`config.mk`:
```
export PLATFORM = sky130hd
export DESIGN_NAME = auto_player
export DESIGN_NICKNAME = d
export VERILOG_FILES = /design/src/rtl/auto_player.sv
export SDC_FILE = /design/constraint.sdc
export NUM_CORES = 1
export LEC_CHECK = 0
export CAP_MARGIN = 20
export CORE_ASPECT_RATIO = 0.9
export CORE_MARGIN = 1
export CORE_UTILIZATION = 55
export DETAILED_ROUTE_END_ITERATION = 8
export GPL_TIMING_DRIVEN = 0
export PLACE_DENSITY = 0.77
export SLEW_MARGIN = 10
export SYNTH_ARGS = -nofsm -noshare
export SYNTH_HDL_FRONTEND = slang
export SYNTH_SLANG_ARGS = --single-unit
```
`constraint.sdc`:
```
create_clock -name clk -period 4.1 [get_ports clk]
set_input_delay 0.82 -clock clk [delete_from_list [all_inputs] [get_ports clk]]
set_output_delay 0.82 -clock clk [all_outputs]
set_load 0.005 [all_outputs]
```
`src/rtl/auto_player.sv`:
```
// Auto-mode song sequencer: walks a per-song note ROM, times each note in beats,
// and drives the note-frequency bus with start / pause-resume / stop control.
module auto_player #(
  parameter int unsigned BEAT_CYCLES = 25_000_000,
  parameter int unsigned GAP_CYCLES  = 2_500_000
) (
  input  logic        clk,
  input  logic        rst,
  input  logic [1:0]  mode,
  input  logic        start,
  input  logic        stop,
  input  logic        pause,
  input  logic [1:0]  song_sel,
  output logic [31:0] fre,
  output logic [1:0]  num,
  output logic [4:0]  note_idx,
  output logic        playing,
  output logic        song_done
);

  // state | meaning
  // IDLE  | silent, waiting for start
  // LOAD  | one-cycle ROM fetch of the current note
  // PLAY  | note sounding, counter running
  // GAP   | articulation silence at the end of a note
  // PAUSE | frozen; saved_q remembers PLAY (0) or GAP (1)
  // DONE  | one-cycle song_done pulse
  localparam logic [2:0] S_IDLE  = 3'd0;
  localparam logic [2:0] S_LOAD  = 3'd1;
  localparam logic [2:0] S_PLAY  = 3'd2;
  localparam logic [2:0] S_GAP   = 3'd3;
  localparam logic [2:0] S_PAUSE = 3'd4;
  localparam logic [2:0] S_DONE  = 3'd5;

  localparam logic [1:0]  MODE_AUTO = 2'd1;
  localparam logic [4:0]  NOTE_END  = 5'd31;
  localparam logic [31:0] GAP_LOAD  = (GAP_CYCLES == 0) ? 32'd0 : 32'(GAP_CYCLES - 1);

  logic [2:0]  state_q, state_d;
  logic        saved_q, saved_d;
  logic [31:0] cnt_q, cnt_d;
  logic [31:0] fre_q, fre_d;
  logic [1:0]  num_q, num_d;
  logic [4:0]  idx_q, idx_d;
  logic        playing_q, playing_d;
  logic        done_q, done_d;

  logic [6:0]  rom_e;
  logic [31:0] play_load;
  logic [31:0] cnt_dec;
  logic        step_note;

  // Entry = {note[4:0], beats[1:0]}; anything past a song's end reads as the end marker.
  function automatic logic [6:0] rom_rd(input logic [1:0] s, input logic [4:0] i);
    logic [6:0] e;
    e = {NOTE_END, 2'd0};
    case (s)
      2'd0: case (i)
        5'd0, 5'd1: e = {5'd8, 2'd0};
        5'd2, 5'd3: e = {5'd12, 2'd0};
        5'd4, 5'd5: e = {5'd13, 2'd0};
        5'd6:       e = {5'd12, 2'd1};
        default:    e = {NOTE_END, 2'd0};
      endcase
      2'd1: case (i)
        5'd0, 5'd4, 5'd5, 5'd10: e = {5'd10, 2'd0};
        5'd1, 5'd3, 5'd7, 5'd8:  e = {5'd9, 2'd0};
        5'd2:                    e = {5'd8, 2'd0};
        5'd6:                    e = {5'd10, 2'd1};
        5'd9:                    e = {5'd9, 2'd1};
        5'd11:                   e = {5'd12, 2'd0};
        5'd12:                   e = {5'd12, 2'd1};
        default:                 e = {NOTE_END, 2'd0};
      endcase
      2'd2: case (i)
        5'd0:    e = {5'd5, 2'd0};
        5'd1:    e = {5'd8, 2'd0};
        5'd2:    e = {5'd10, 2'd0};
        5'd3:    e = {5'd12, 2'd0};
        5'd4:    e = {5'd15, 2'd1};
        5'd5:    e = {5'd0, 2'd0};
        5'd6:    e = {5'd15, 2'd3};
        default: e = {NOTE_END, 2'd0};
      endcase
      default: e = {NOTE_END, 2'd0};
    endcase
    return e;
  endfunction

  function automatic logic [31:0] note_freq(input logic [4:0] n);
    logic [31:0] f;
    case (n)
      5'd1:  f = 32'd262;
      5'd2:  f = 32'd294;
      5'd3:  f = 32'd330;
      5'd4:  f = 32'd349;
      5'd5:  f = 32'd392;
      5'd6:  f = 32'd440;
      5'd7:  f = 32'd494;
      5'd8:  f = 32'd523;
      5'd9:  f = 32'd587;
      5'd10: f = 32'd659;
      5'd11: f = 32'd698;
      5'd12: f = 32'd784;
      5'd13: f = 32'd880;
      5'd14: f = 32'd988;
      5'd15: f = 32'd1046;
      5'd16: f = 32'd1175;
      5'd17: f = 32'd1318;
      5'd18: f = 32'd1397;
      5'd19: f = 32'd1568;
      5'd20: f = 32'd1760;
      5'd21: f = 32'd1976;
      default: f = 32'd0;
    endcase
    return f;
  endfunction

  always_comb begin
    rom_e     = rom_rd(num_q, idx_q);
    play_load = (32'(rom_e[1:0]) + 32'd1) * BEAT_CYCLES - GAP_CYCLES - 32'd1;
    cnt_dec   = (cnt_q == 32'd0) ? 32'd0 : cnt_q - 32'd1;
    step_note = 1'b0;
    state_d   = state_q;
    saved_d   = saved_q;
    cnt_d     = cnt_q;
    fre_d     = fre_q;
    num_d     = num_q;
    idx_d     = idx_q;
    playing_d = playing_q;
    done_d    = 1'b0;

    if (stop || mode != MODE_AUTO) begin
      state_d   = S_IDLE;
      fre_d     = 32'd0;
      playing_d = 1'b0;
      cnt_d     = 32'd0;
    end else begin
      case (state_q)
        S_IDLE: begin
          fre_d     = 32'd0;
          playing_d = 1'b0;
          if (start && song_sel != 2'd3) begin
            num_d     = song_sel;
            idx_d     = 5'd0;
            state_d   = S_LOAD;
            playing_d = 1'b1;
          end
        end
        S_LOAD: begin
          if (rom_e[6:2] == NOTE_END) begin
            state_d   = S_DONE;
            done_d    = 1'b1;
            playing_d = 1'b0;
            fre_d     = 32'd0;
          end else begin
            state_d = S_PLAY;
            fre_d   = note_freq(rom_e[6:2]);
            cnt_d   = play_load;
          end
        end
        S_PLAY: begin
          // The cycle carrying the pause still counts, so the saved count is already decremented.
          if (pause) begin
            state_d = S_PAUSE;
            saved_d = 1'b0;
            cnt_d   = cnt_dec;
            fre_d   = 32'd0;
          end else if (cnt_q == 32'd0) begin
            if (GAP_CYCLES == 0) begin
              step_note = 1'b1;
            end else begin
              state_d = S_GAP;
              cnt_d   = GAP_LOAD;
              fre_d   = 32'd0;
            end
          end else begin
            cnt_d = cnt_dec;
          end
        end
        S_GAP: begin
          if (pause) begin
            state_d = S_PAUSE;
            saved_d = 1'b1;
            cnt_d   = cnt_dec;
          end else if (cnt_q == 32'd0) begin
            step_note = 1'b1;
          end else begin
            cnt_d = cnt_dec;
          end
        end
        S_PAUSE: begin
          if (pause) begin
            state_d = saved_q ? S_GAP : S_PLAY;
            fre_d   = saved_q ? 32'd0 : note_freq(rom_e[6:2]);
          end
        end
        S_DONE: begin
          state_d = S_IDLE;
        end
        default: begin
          state_d   = S_IDLE;
          fre_d     = 32'd0;
          playing_d = 1'b0;
        end
      endcase

      if (step_note) begin
        fre_d = 32'd0;
        if (idx_q == 5'd31) begin
          state_d   = S_DONE;
          done_d    = 1'b1;
          playing_d = 1'b0;
        end else begin
          idx_d   = idx_q + 5'd1;
          state_d = S_LOAD;
        end
      end
    end
  end

  always_ff @(posedge clk or posedge rst) begin
    if (rst) begin
      state_q   <= S_IDLE;
      saved_q   <= 1'b0;
      cnt_q     <= 32'd0;
      fre_q     <= 32'd0;
      num_q     <= 2'd0;
      idx_q     <= 5'd0;
      playing_q <= 1'b0;
      done_q    <= 1'b0;
    end else begin
      state_q   <= state_d;
      saved_q   <= saved_d;
      cnt_q     <= cnt_d;
      fre_q     <= fre_d;
      num_q     <= num_d;
      idx_q     <= idx_d;
      playing_q <= playing_d;
      done_q    <= done_d;
    end
  end

  assign fre       = fre_q;
  assign num       = num_q;
  assign note_idx  = idx_q;
  assign playing   = playing_q;
  assign song_done = done_q;

endmodule

```
==> results of run 1 <==
-- metrics by stage --
stage / utilization (%) / hold WS [ps]
final: 66.0 / 477
after global routing: 66.0 / 511
after CTS: 65.8 / 488
after detailed placement: 64.7 / 463
after global placement: 64.4 / 456
after floorplan: - / 463
-- cell usage in the layout (no fill, tap or decap), types with 15 or more instances in the layout --
master and n:
dfrtp_1 56, nand2_1 48, a21oi_1 45, nor2_1 42, o21ai_0 42, clkdlybuf4s50_1 28, clkbuf_1 26, ha_1 25
buf_4 21, conb_1 21, inv_1 20, nor3_1 18, o21ai_1 17, nand3_1 15
-- power by group --
group | internal, W | switching, W | leakage [nW]
registers | 0.000559 | 0.00000587 | 0.778
clock network | 0.000123 | 0.000192 | 0.0424
logic | 0.000140 | 0.000231 | 1.37
total | 0.000822 | 0.000430 | 2.19
-- tightest hold or removal path: cells and delay by family, from the launching register on --
| family | cells | cell delay [ps] |
|---|---|---|
| flops | 1 | 360 |
| simple gates | 2 | 100 |
-- area by class of cell --
class / count / area, µm² / area share [%]
Clock inverter: 1 / 8.76 / 0.172
Tap cell: 96 / 120 / 2.35
Timing Repair Buffer: 29 / 300 / 5.88
Multi-Input combinational cell: 443 / 2810 / 55.1
Sequential cell: 56 / 1400 / 27.4
Buffer: 54 / 305 / 5.98
Clock buffer: 7 / 76.3 / 1.49
Inverter: 22 / 82.6 / 1.62
-- flip-flops by register name (all words and copies together) (netlist names) --
signal and flops:
state_q 3, note_idx 5, saved_q 1, cnt_q 32, playing 1, num 2
song_done 1, fre 11
-- what timing repair did --
action / 4_1_cts / 5_1_grt
gates resized for setup: 0 / 8
endpoints found under the hold margin: 0 / 0
buffers inserted: 0 / 0
setup endpoints to repair: 0 / 32
-- final timing paths --
path / endpoint / slack, ps / depth (start not counted) / startpoint
max in group asynchronous: cnt_q[19]$_DFFE_PP0P_ / 2600 / 3 / rst
worst min register to register: fre[10]$_DFFE_PP0P_ / 480 / 2 / fre[10]$_DFFE_PP0P_
worst min-delay path: fre[10]$_DFFE_PP0P_ / 480 / 2 / fre[10]$_DFFE_PP0P_
worst max-delay path: cnt_q[27]$_DFFE_PP0P_ / 310 / 13 / note_idx[0]$_DFFE_PP0P_
worst max register to register: cnt_q[27]$_DFFE_PP0P_ / 310 / 13 / note_idx[0]$_DFFE_PP0P_
min in group asynchronous: song_done$_DFF_PP0_ / 910 / 2 / rst
-- kinds of logic after synthesis --
kind of cell	Yosys count
AO/OA/AOI/OAI	179
flip-flops	56
other	1
multiplexers	7
buffers and inverters	77
XOR/XNOR	8
adder cells (fa/ha/maj)	25
AND/OR/NAND/NOR	203
-- routing by layer --
metal	up-vias	track usage (%)
met5	-	0
met1	2100	44.4
met3	25	3.43
met2	275	44.6
met4	0	7.22
li1	2104	-
==> results.txt, run 1 <==
----------------------------------------------------
[Clocking]
  Sink count of the clock tree ... 56
  CTS tree ... yes
  Cts hold-fix bufs ... 0
  CTS max path bufs ... 2
  Inserted Clock Buffers ... 5
  Root Driver ... clkbuf_8
  CTS clock-pin slew for the worst setup and hold paths ... 110 ps
  Worst-skew pair later-pin latency ... 320 ps
  # H-tree levels ... 2

[Global route]
  Maximum number of pins on one net before global-route repair ... 30
  All-layer global routing usage ... 29.3%
  Total grt overflow ... 0
  Initial antenna violation count ... 0
  Wire length of the first global-routing pass ... 20,300 µm
  Vias in the first global route ... 4,040

[Timing]
  Fin worst setup slack ... 313 ps
  Final Skew ... 10.2 ps
  Count of final hold-check violations ... 0
  Fin Setup TNS ... 0 ps
  Tcrit/Tclk final ... 92.4%
  Final-report max-slew violation count ... 0
  Number of setup violations in the final report ... 0
  Minimum clock period ... 3790 ps
  Slew at the pin closest to its max-slew limit ... 1010 ps
  Slew margin rel. ... 32.1%
  Setup repair after global routing missed its margin ... no
  Fmax ... 0.264 GHz

[Yosys]
  Most used standard cells in the synthesized netlist ... dfrtp_1 (56), nand2_1 (48), a21oi_1 (45)
  Number of enable flip-flop cells after synthesis ... 0
  Ys flop type ... dfrtp_1
  Mux share of post-synthesis cell area ... 1.92%
  Main combinational cell family by area after synthesis ... compound AO/OA/AOI/OAI gates
  Count of synthesis-stage warnings from yosys ... 0
  Adder-cell share of the synthesized area ... 6.94%
  Number of cells produced by synthesis ... 556
  Flip-flop and latch count after synthesis ... 56
  Simple-gate portion of the synthesized area ... 24.5%
  Library cell with the largest summed area after synthesis ... dfrtp_1
  Average cell area after synthesis ... 8.10 µm²
  Number of distinct standard cells referenced by the synthesized netlist ... 77
  Most frequently used cell type in the post-synthesis netlist ... dfrtp_1
  Most area-consuming cells after synthesis ... dfrtp_1 (31%), ha_1 (6.9%), a21oi_1 (5.0%), o21ai_0 (4.7%), nand2_1 (4.0%)
  Xor and xnor area share after synthesis ... 1.56%
  Synthesized cell area ... 0.00450 mm²
  Share of the synthesized area in the top cell type ... 31.1%
  Post-synthesis compound-gate area fraction ... 25.3%
  Sequential element share of the synthesized area ... 31.1%
  Async set-or-reset flop fraction in the synthesized netlist ... 100%

[Worst hold path]
  Class of the tightest hold or removal check ... reg2reg

[Floorplan]
  Placeable core region ... 0.00773 mm²
  Chip Height ... 87.9 µm
  Die area ... 0.00856 mm²
  Number of top-level pins ... 50
  Die Width ... 97.4 µm
  Number of rows in the core area ... 30
  Initial core utilization ... 58.3%

[Drt]
  Routed WL ... 12,200 µm
  Violation count after the first detailed-routing iteration ... 558
  Antenna Nets Post-Route ... 0
  Uppermost metal layer occupied by signal nets ... met4
  Via total after detailed routing ... 4,504
  Met3 Wirelength ... 1230 µm
  Vias per cell ... 6.36
  Average wire per cell in the routed design ... 17.2 µm
  Met2 routed wirelength ... 5230 µm
  Detailed-route wire length on metal 1 ... 5520 µm
  Detailed Routing Iterations Pass 1 ... 5
  DRC violations left ... 0

[Place]
  Buffers added on ports ... 28
  Area post-placement ... 0.00500 mm²
  DPL Wire Length ... 8830 µm
  Global placer's final weighted congestion ... 0.937
  Post-Place Cells ... 701
  Worst setup slack before clock tree synthesis ... 166 ps

[Setup path]
  Req. time, crit path ... 4310 ps
  Critical path type ... reg2reg
  Crit-path slowest cell ... dfrtp_1
  Type of element capturing the critical path ... flip-flop
  Startpoint type of the worst setup path ... flip-flop
  Dominant delay contributor by cell family on the critical path ... compound AO/OA/AOI/OAI gates
  Critical path cell sequence ... inv_1 -> ha_1 -> clkbuf_1 -> o41ai_4 -> o21ai_0 -> o21a_1 -> inv_1 -> ha_1 -> nand3_2 -> o21ai_2 -> buf_2 -> nor2_2 -> a32o_1
  Number of buffers and inverters on the critical path ... 4
  Worst EP arrival ... 4000 ps
  Biggest cell delay along the critical path ... 510 ps
  Maximum net fanout on the critical path ... 10

[Cells and area]
  Fill cell count ... 680
  # diodes ... 0
  Finished layout cell area ... 0.00511 mm²
  Synthesis-to-layout area growth ... 13.4%
  Filler-free cell count of the finished design ... 708
  Fraction of final layout cells with drive strength greater than 1 ... 10.8%
  Final net count ... 645

[Power and ir drop]
  Worst IR Drop VDD ... 130 µV
  Leakage Power ... 2.19 nW
  Total power draw ... 0.00125 W
  Power density over cell area ... 245 mW/mm²

[Run]
  Max-capacitance violation count ... 0

[Run status]
  Status ... complete, no violations

----------------------------------------------------
Power figures use the tool's default switching activity.
==> run 2, diff against run 1 <==
- CAP_MARGIN: 20 -> 5
- CORE_UTILIZATION: 55 -> 37
- PLACE_DENSITY: 0.77 -> 0.55
==> run 2 against run 1 <==
Wire length rose by 7.6%. Clock power up 67%. First-iteration DRC count is 33% lower. Fmax is 0.18% lower. Combinational power hardly changed. Sequential share of layout area decreased by 0.77 points. Critical path depth unchanged. Largest cell class unchanged.
==> results.txt, run 2 (same netlist as run 1, synthesis figures left out) <==
----------------------------------------------------
[Run status]
  Status ... complete, no violations (unchanged)

[Drt]
  Detailed Routing Iterations Pass 1 ... 5 (unchanged)
  Met2 routed wirelength ... 5570 µm (was 5230 µm)
  Antenna Nets Post-Route ... 0 (unchanged)
  Uppermost metal layer occupied by signal nets ... met4 (unchanged)
  Detailed-route wire length on metal 1 ... 6340 µm (was 5520 µm)
  Met3 Wirelength ... 1010 µm (was 1230 µm)
  Violation count after the first detailed-routing iteration ... 374 (was 558)
  Routed WL ... 13,100 µm (was 12,200 µm)
  Vias per cell ... 5.75 (was 6.36)
  Via total after detailed routing ... 4,407 (was 4,504)
  Average wire per cell in the routed design ... 17.1 µm (was 17.2 µm)
  DRC violations left ... 0 (unchanged)

[Power and ir drop]
  Share of total power consumed by net switching ... 31.5% (was 34.3%)
  Total net switching power ... 0.000462 W (was 0.000430 W)
  Leakage Power ... 2.22 nW (was 2.19 nW)
  Worst IR Drop VDD ... 152 µV (was 130 µV)
  Internal Power ... 0.00100 W (was 0.000822 W)
  Share of total power in sequential cells ... 38.5% (was 45.1%)
  Clk pwr share ... 35.9% (was 25.2%)
  Combinational fraction of design power ... 25.6% (was 29.7%)
  Power density over cell area ... 279 mW/mm² (was 245 mW/mm²)

[Timing]
  Slew at the pin closest to its max-slew limit ... 993 ps (was 1010 ps)
  Final Skew ... 5.73 ps (was 10.2 ps)
  Slew margin rel. ... 33.2% (was 32.1%)
  Count of final hold-check violations ... 0 (unchanged)
  Final-report max-slew violation count ... 0 (unchanged)
  Number of setup violations in the final report ... 0 (unchanged)
  Setup repair after global routing missed its margin ... no (unchanged)
  Tcrit/Tclk final ... 92.5% (was 92.4%)
  Fin worst setup slack ... 306 ps (was 313 ps)
  Minimum clock period ... 3790 ps (about the same)
  Fmax ... 0.264 GHz (about the same)

[Floorplan]
  Initial core utilization ... 38.6% (was 58.3%)
  Die Width ... 118 µm (was 97.4 µm)
  Number of top-level pins ... 50 (unchanged)
  Die area ... 0.0126 mm² (was 0.00856 mm²)
  Placeable core region ... 0.0117 mm² (was 0.00773 mm²)
  Number of rows in the core area ... 37 (was 30)
  Chip Height ... 107 µm (was 87.9 µm)

[Setup path]
  Launch point of the critical path ... note_idx[0]$_DFFE_PP0P_ (unchanged)
  Worst Reg-to-Reg Cells ... 13 (unchanged)
  Reg2reg end ... cnt_q[19]$_DFFE_PP0P_ (was cnt_q[27]$_DFFE_PP0P_)
  Maximum net fanout on the critical path ... 10 (unchanged)
  Req. time, crit path ... 4300 ps (was 4310 ps)
  Crit-path slowest cell ... o41ai_4 (was dfrtp_1)
  Type of element capturing the critical path ... flip-flop (unchanged)
  Biggest cell delay along the critical path ... 490 ps (was 510 ps)
  Worst EP arrival ... 3990 ps (was 4000 ps)
  Critical path cell sequence ... inv_1 -> ha_1 -> clkbuf_1 -> o41ai_4 -> o21ai_0 -> o21a_1 -> inv_1 -> ha_1 -> nand3_2 -> o21ai_2 -> clkbuf_4 -> nor2_2 -> a32o_1 (was inv_1 -> ha_1 -> clkbuf_1 -> o41ai_4 -> o21ai_0 -> o21a_1 -> inv_1 -> ha_1 -> nand3_2 -> o21ai_2 -> buf_2 -> nor2_2 -> a32o_1)
  Critical path type ... reg2reg (unchanged)
  Flop-to-flop setup slack ... 310 ps (about the same)
  Startpoint type of the worst setup path ... flip-flop (unchanged)
  End point of the critical path ... cnt_q[19]$_DFFE_PP0P_ (was cnt_q[27]$_DFFE_PP0P_)
  Reg-to-reg startpoint ... note_idx[0]$_DFFE_PP0P_ (unchanged)

[Place]
  DPL Wire Length ... 9380 µm (was 8830 µm)
  Buffers added on ports ... 28 (unchanged)
  Global placer's final weighted congestion ... 0.931 (was 0.937)
  Worst setup slack before clock tree synthesis ... -25.5 ps (was 166 ps)
  Post-Place Cells ... 760 (was 701)
  Area post-placement ... 0.00506 mm² (was 0.00500 mm²)

[Clocking]
  CTS clock-pin slew for the worst setup and hold paths ... 70 ps (was 110 ps)
  # H-tree levels ... 2 (unchanged)
  Root Driver ... clkbuf_16 (was clkbuf_8)
  CTS max path bufs ... 2 (unchanged)
  Postcts setup bufs ... 0 (unchanged)
  CTS tree ... yes (unchanged)
  Inserted Clock Buffers ... 5 (unchanged)
  Worst-skew pair later-pin latency ... 310 ps (was 320 ps)
  Sink count of the clock tree ... 56 (unchanged)

[Worst hold path]
  Class of the tightest hold or removal check ... reg2reg (unchanged)

[Cells and area]
  Final net count ... 644 (was 645)
  Commonest non-fill, non-tap cell in the layout ... dfrtp_1 (unchanged)
  Number of flip-flops under the largest register name ... 32 (unchanged)
  Register with the highest flop count ... cnt_q (unchanged)
  # diodes ... 0 (unchanged)
  Fraction of final layout cells with drive strength greater than 1 ... 11.0% (was 10.8%)
  Synthesis-to-layout area growth ... 16.7% (was 13.4%)
  Highest-count cells in the layout ignoring fill and taps ... dfrtp_1 (55), nand2_1 (48), a21oi_1 (45) (was dfrtp_1 (56), nand2_1 (48), a21oi_1 (45))
  Finished layout cell area ... 0.00526 mm² (was 0.00511 mm²)
  Filler-free cell count of the finished design ... 767 (was 708)
  Fill cell count ... 1,199 (was 680)

[Global route]
  Total grt overflow ... 0 (unchanged)
  Vias in the first global route ... 4,064 (was 4,040)
  Maximum number of pins on one net before global-route repair ... 57 (was 30)
  All-layer global routing usage ... 21.7% (was 29.3%)
  Wire length of the first global-routing pass ... 21,600 µm (was 20,300 µm)
  Initial antenna violation count ... 0 (unchanged)

[Run]
  Max-capacitance violation count ... 0 (unchanged)

----------------------------------------------------
==> run 2: worst min path at each step <==
stage                        startpoint  slack (ps)  cells after the start                   to
global placement    fre[10]$_DFFE_PP0P_         450                      2  fre[10]$_DFFE_PP0P_
global route        fre[10]$_DFFE_PP0P_         530                      2  fre[10]$_DFFE_PP0P_
CTS                 fre[10]$_DFFE_PP0P_         470                      2  fre[10]$_DFFE_PP0P_
floorplan           fre[10]$_DFFE_PP0P_         460                      2  fre[10]$_DFFE_PP0P_
detailed placement  fre[10]$_DFFE_PP0P_         460                      2  fre[10]$_DFFE_PP0P_
finish              fre[10]$_DFFE_PP0P_         470                      2  fre[10]$_DFFE_PP0P_
==> run 2: timing repair <==
action,4_1_cts,5_1_grt
gates resized for setup,1,7
setup endpoints to repair,9,32
cloned,0,0
hold buffers,0,0
==> run 2: power groups by stage <==
| stage | clock network, W | registers [W] | logic [W] |
|---|---|---|---|
| floorplan | 0 | 0.000575 | 0.000264 |
| global placement | 0 | 0.000576 | 0.000359 |
| detailed placement | 0 | 0.000576 | 0.000361 |
| CTS | 0.000547 | 0.000565 | 0.000366 |
| global route | 0.000565 | 0.000567 | 0.000413 |
| finish | 0.000526 | 0.000565 | 0.000375 |
==> run 2: layout make-up <==
type	count	area (µm²)	share of cell area [%]
tap	156	195	3.71
buffer	54	307	5.83
inverter	22	85.1	1.62
sequential	56	1400	26.7
clock buffer	6	139	2.64
clock inverter	2	38.8	0.738
timing repair buffer	28	280	5.33
multi-input combinational	443	2810	53.5
==> run 2: critical path: cells and delay by family (launching register included) <==
family	cells	cell delay (ps)
buf+inv	4	830
compound gates	5	1480
simple gates	2	340
flops	1	450
fa+ha+maj	2	580
==> run 2: per-layer routing <==
layer	global-route usage (%)	vias up
met4	8.33	0
met5	0	-
li1	-	2125
met1	31.3	2071
met2	32.2	197
met3	3.30	14
==> run 2: metrics by stage <==
stage / util, % / total power, W / TNS [ps] / hold slack, ps
after floorplan: - / 0.000839 / 0 / 463
after global placement: 43.3 / 0.000935 / 0 / 452
after detailed placement: 43.4 / 0.000937 / -152 / 456
after CTS: 45.0 / 0.00148 / 0 / 474
after global routing: 45.1 / 0.00154 / 0 / 526
final: 45.1 / 0.00147 / 0 / 467
==> run 3, diff against run 2 <==
- RECOVER_POWER: default -> 100
==> run 3 against run 2 <==
The flow now finishes with violations (max-capacitance violations, max-slew violations). Total power down 0.16%. Non-clock buffer count unchanged. Cell area down 0.33%. Critical endpoint unchanged. Worst hold slack worse by 5.3 ps. First-iteration DRC count up 11%. Global-route usage unchanged. Flip-flop and latch count unchanged.
==> results.txt, run 3 (same netlist as run 1, synthesis figures left out) <==
----------------------------------------------------
[Run status]
  Status ... finished with violations (was complete, no violations)
  Failing checks ... max-capacitance violations, max-slew violations

[Drt]
  Violation count after the first detailed-routing iteration ... 417 (was 374)
  Vias per cell ... 5.67 (was 5.75)
  Met3 Wirelength ... 933 µm (was 1010 µm)
  Antenna Nets Post-Route ... 0 (unchanged)
  DRC violations left ... 0 (unchanged)
  Detailed Routing Iterations Pass 1 ... 5 (unchanged)
  Average wire per cell in the routed design ... 17.1 µm (about the same)
  Detailed-route wire length on metal 1 ... 6490 µm (was 6340 µm)
  Met2 routed wirelength ... 5540 µm (was 5570 µm)
  Via total after detailed routing ... 4,351 (was 4,407)
  Routed WL ... 13,100 µm (about the same)
  Uppermost metal layer occupied by signal nets ... met4 (unchanged)

[Timing]
  Setup repair after global routing missed its margin ... no (unchanged)
  Final-report max-slew violation count ... 57 (was 0)
  Count of final hold-check violations ... 0 (unchanged)
  Post-Route Hold Slack ... 462 ps (was 467 ps)
  Slew margin rel. ... -50.4% (was 33.2%)
  Tcrit/Tclk final ... 93.5% (was 92.5%)
  Final Skew ... 6.18 ps (was 5.73 ps)
  Fmax ... 0.261 GHz (was 0.264 GHz)
  Minimum clock period ... 3830 ps (was 3790 ps)
  Number of setup violations in the final report ... 0 (unchanged)
  Slew at the pin closest to its max-slew limit ... 2250 ps (was 993 ps)

[Clocking]
  Sink count of the clock tree ... 56 (unchanged)
  Worst-skew pair later-pin latency ... 310 ps (about the same)
  CTS tree ... yes (unchanged)
  # H-tree levels ... 2 (unchanged)
  Root Driver ... clkbuf_16 (unchanged)
  Inserted Clock Buffers ... 5 (unchanged)
  CTS clock-pin slew for the worst setup and hold paths ... 70 ps (about the same)
  CTS max path bufs ... 2 (unchanged)

[Power and ir drop]
  Leakage Power ... 2.29 nW (was 2.22 nW)
  Power density over cell area ... 279 mW/mm² (about the same)
  Worst IR Drop VDD ... 151 µV (was 152 µV)

[Cells and area]
  Number of flip-flops under the largest register name ... 32 (unchanged)
  Commonest non-fill, non-tap cell in the layout ... dfrtp_1 (unchanged)
  # diodes ... 0 (unchanged)
  Synthesis-to-layout area growth ... 16.4% (was 16.7%)
  Final Core Density ... 44.9% (was 45.1%)
  Final net count ... 644 (unchanged)
  Filler-free cell count of the finished design ... 767 (unchanged)
  Fill cell count ... 1,202 (was 1,199)
  Finished layout cell area ... 0.00524 mm² (was 0.00526 mm²)
  Fraction of final layout cells with drive strength greater than 1 ... 10.3% (was 11.0%)
  Highest-count cells in the layout ignoring fill and taps ... dfrtp_1 (55), nand2_1 (49), a21oi_1 (45) (was dfrtp_1 (55), nand2_1 (48), a21oi_1 (45))
  Register with the highest flop count ... cnt_q (unchanged)

[Place]
  Area post-placement ... 0.00506 mm² (unchanged)
  Buffers added on ports ... 28 (unchanged)
  Global placer's final weighted congestion ... 0.931 (unchanged)
  DPL Wire Length ... 9380 µm (unchanged)
  Post-Place Cells ... 760 (unchanged)

[Setup path]
  Worst EP arrival ... 4030 ps (was 3990 ps)
  Crit-path slowest cell ... o41ai_4 (unchanged)
  Biggest cell delay along the critical path ... 490 ps (about the same)
  Critical path cell sequence ... inv_1 -> ha_1 -> clkbuf_1 -> o41ai_4 -> o21ai_0 -> o21a_1 -> inv_1 -> ha_1 -> nand3_2 -> o21ai_2 -> clkbuf_4 -> nor2_2 -> a32o_1 (unchanged)
  Dominant delay contributor by cell family on the critical path ... compound AO/OA/AOI/OAI gates (unchanged)
  Flop-to-flop setup slack ... 270 ps (was 310 ps)
  Critical path type ... reg2reg (unchanged)
  Startpoint type of the worst setup path ... flip-flop (unchanged)
  Type of element capturing the critical path ... flip-flop (unchanged)
  Req. time, crit path ... 4300 ps (about the same)
  Number of buffers and inverters on the critical path ... 4 (unchanged)
  Maximum net fanout on the critical path ... 10 (unchanged)

[Floorplan]
  Die area ... 0.0126 mm² (unchanged)
  Number of rows in the core area ... 37 (unchanged)
  Placeable core region ... 0.0117 mm² (unchanged)
  Die Width ... 118 µm (unchanged)
  Chip Height ... 107 µm (unchanged)
  Number of top-level pins ... 50 (unchanged)
  Initial core utilization ... 38.6% (unchanged)

[Worst hold path]
  Class of the tightest hold or removal check ... reg2reg (unchanged)

[Run]
  Max-capacitance violation count ... 1 (was 0)

[Global route]
  All-layer global routing usage ... 21.7% (unchanged)
  Maximum number of pins on one net before global-route repair ... 57 (unchanged)
  Total grt overflow ... 0 (unchanged)
  Initial antenna violation count ... 0 (unchanged)
  Wire length of the first global-routing pass ... 21,600 µm (unchanged)
  Vias in the first global route ... 4,064 (unchanged)

----------------------------------------------------
## run 3: area by class of cell
type	instances	area, µm²	area share [%]
multi-input combinational	443	2800	53.4
sequential	56	1400	26.8
buffer	54	307	5.85
timing repair buffer	28	280	5.35
tap	156	195	3.72
clock buffer	6	139	2.65
inverter	22	82.6	1.58
clock inverter	2	38.8	0.740
## run 3: worst min-delay path, delay by kind of cell (launching register included)
kind / cells / cell delay (ps)
flip-flops: 1 / 340
AND/OR/NAND/NOR: 2 / 100
## run 3: what timing repair did
action	4_1_cts	5_1_grt
pin swaps	0	0
resized for setup	1	7
endpoints found under the setup margin	9	32
hold buffers	0	0
setup buffers	0	0
## run 3: through the flow
step | setup TNS [ps] | setup slack [ps] | power [W]
2_1_floorplan | 0 | 921 | 0.000839
3_3_place_gp | 0 | 54.8 | 0.000935
3_5_place_dp | -152 | -25.5 | 0.000937
4_1_cts | 0 | 41.1 | 0.00148
5_1_grt | 0 | 70.8 | 0.00154
6_report | 0 | 266 | 0.00146
## run 3: path summary, 6_finish.rpt
| kind | start | to | depth (start not counted) |
|---|---|---|---|
| max in group asynchronous | rst | note_idx[0]$_DFFE_PP0P_ | 2 |
| max reg2reg | note_idx[0]$_DFFE_PP0P_ | cnt_q[19]$_DFFE_PP0P_ | 13 |
| min | fre[10]$_DFFE_PP0P_ | fre[10]$_DFFE_PP0P_ | 2 |
| min reg2reg | fre[10]$_DFFE_PP0P_ | fre[10]$_DFFE_PP0P_ | 2 |
| max | note_idx[0]$_DFFE_PP0P_ | cnt_q[19]$_DFFE_PP0P_ | 13 |
| min in group asynchronous | rst | playing$_DFF_PP0_ | 2 |
## run 3: report_power, final
part | leakage, nW | internal, W | switching (W)
clock | 0.0871 | 0.000307 | 0.000222
combinational | 1.42 | 0.000135 | 0.000235
sequential | 0.776 | 0.000559 | 0.00000601
total | 2.29 | 0.00100 | 0.000463
## run 3: routing by layer
layer | global-route usage, % | vias to the layer above
li1 | - | 2122
met1 | 31.3 | 2055
met2 | 32.2 | 162
met3 | 3.30 | 12
met4 | 8.33 | 0
met5 | 0 | -
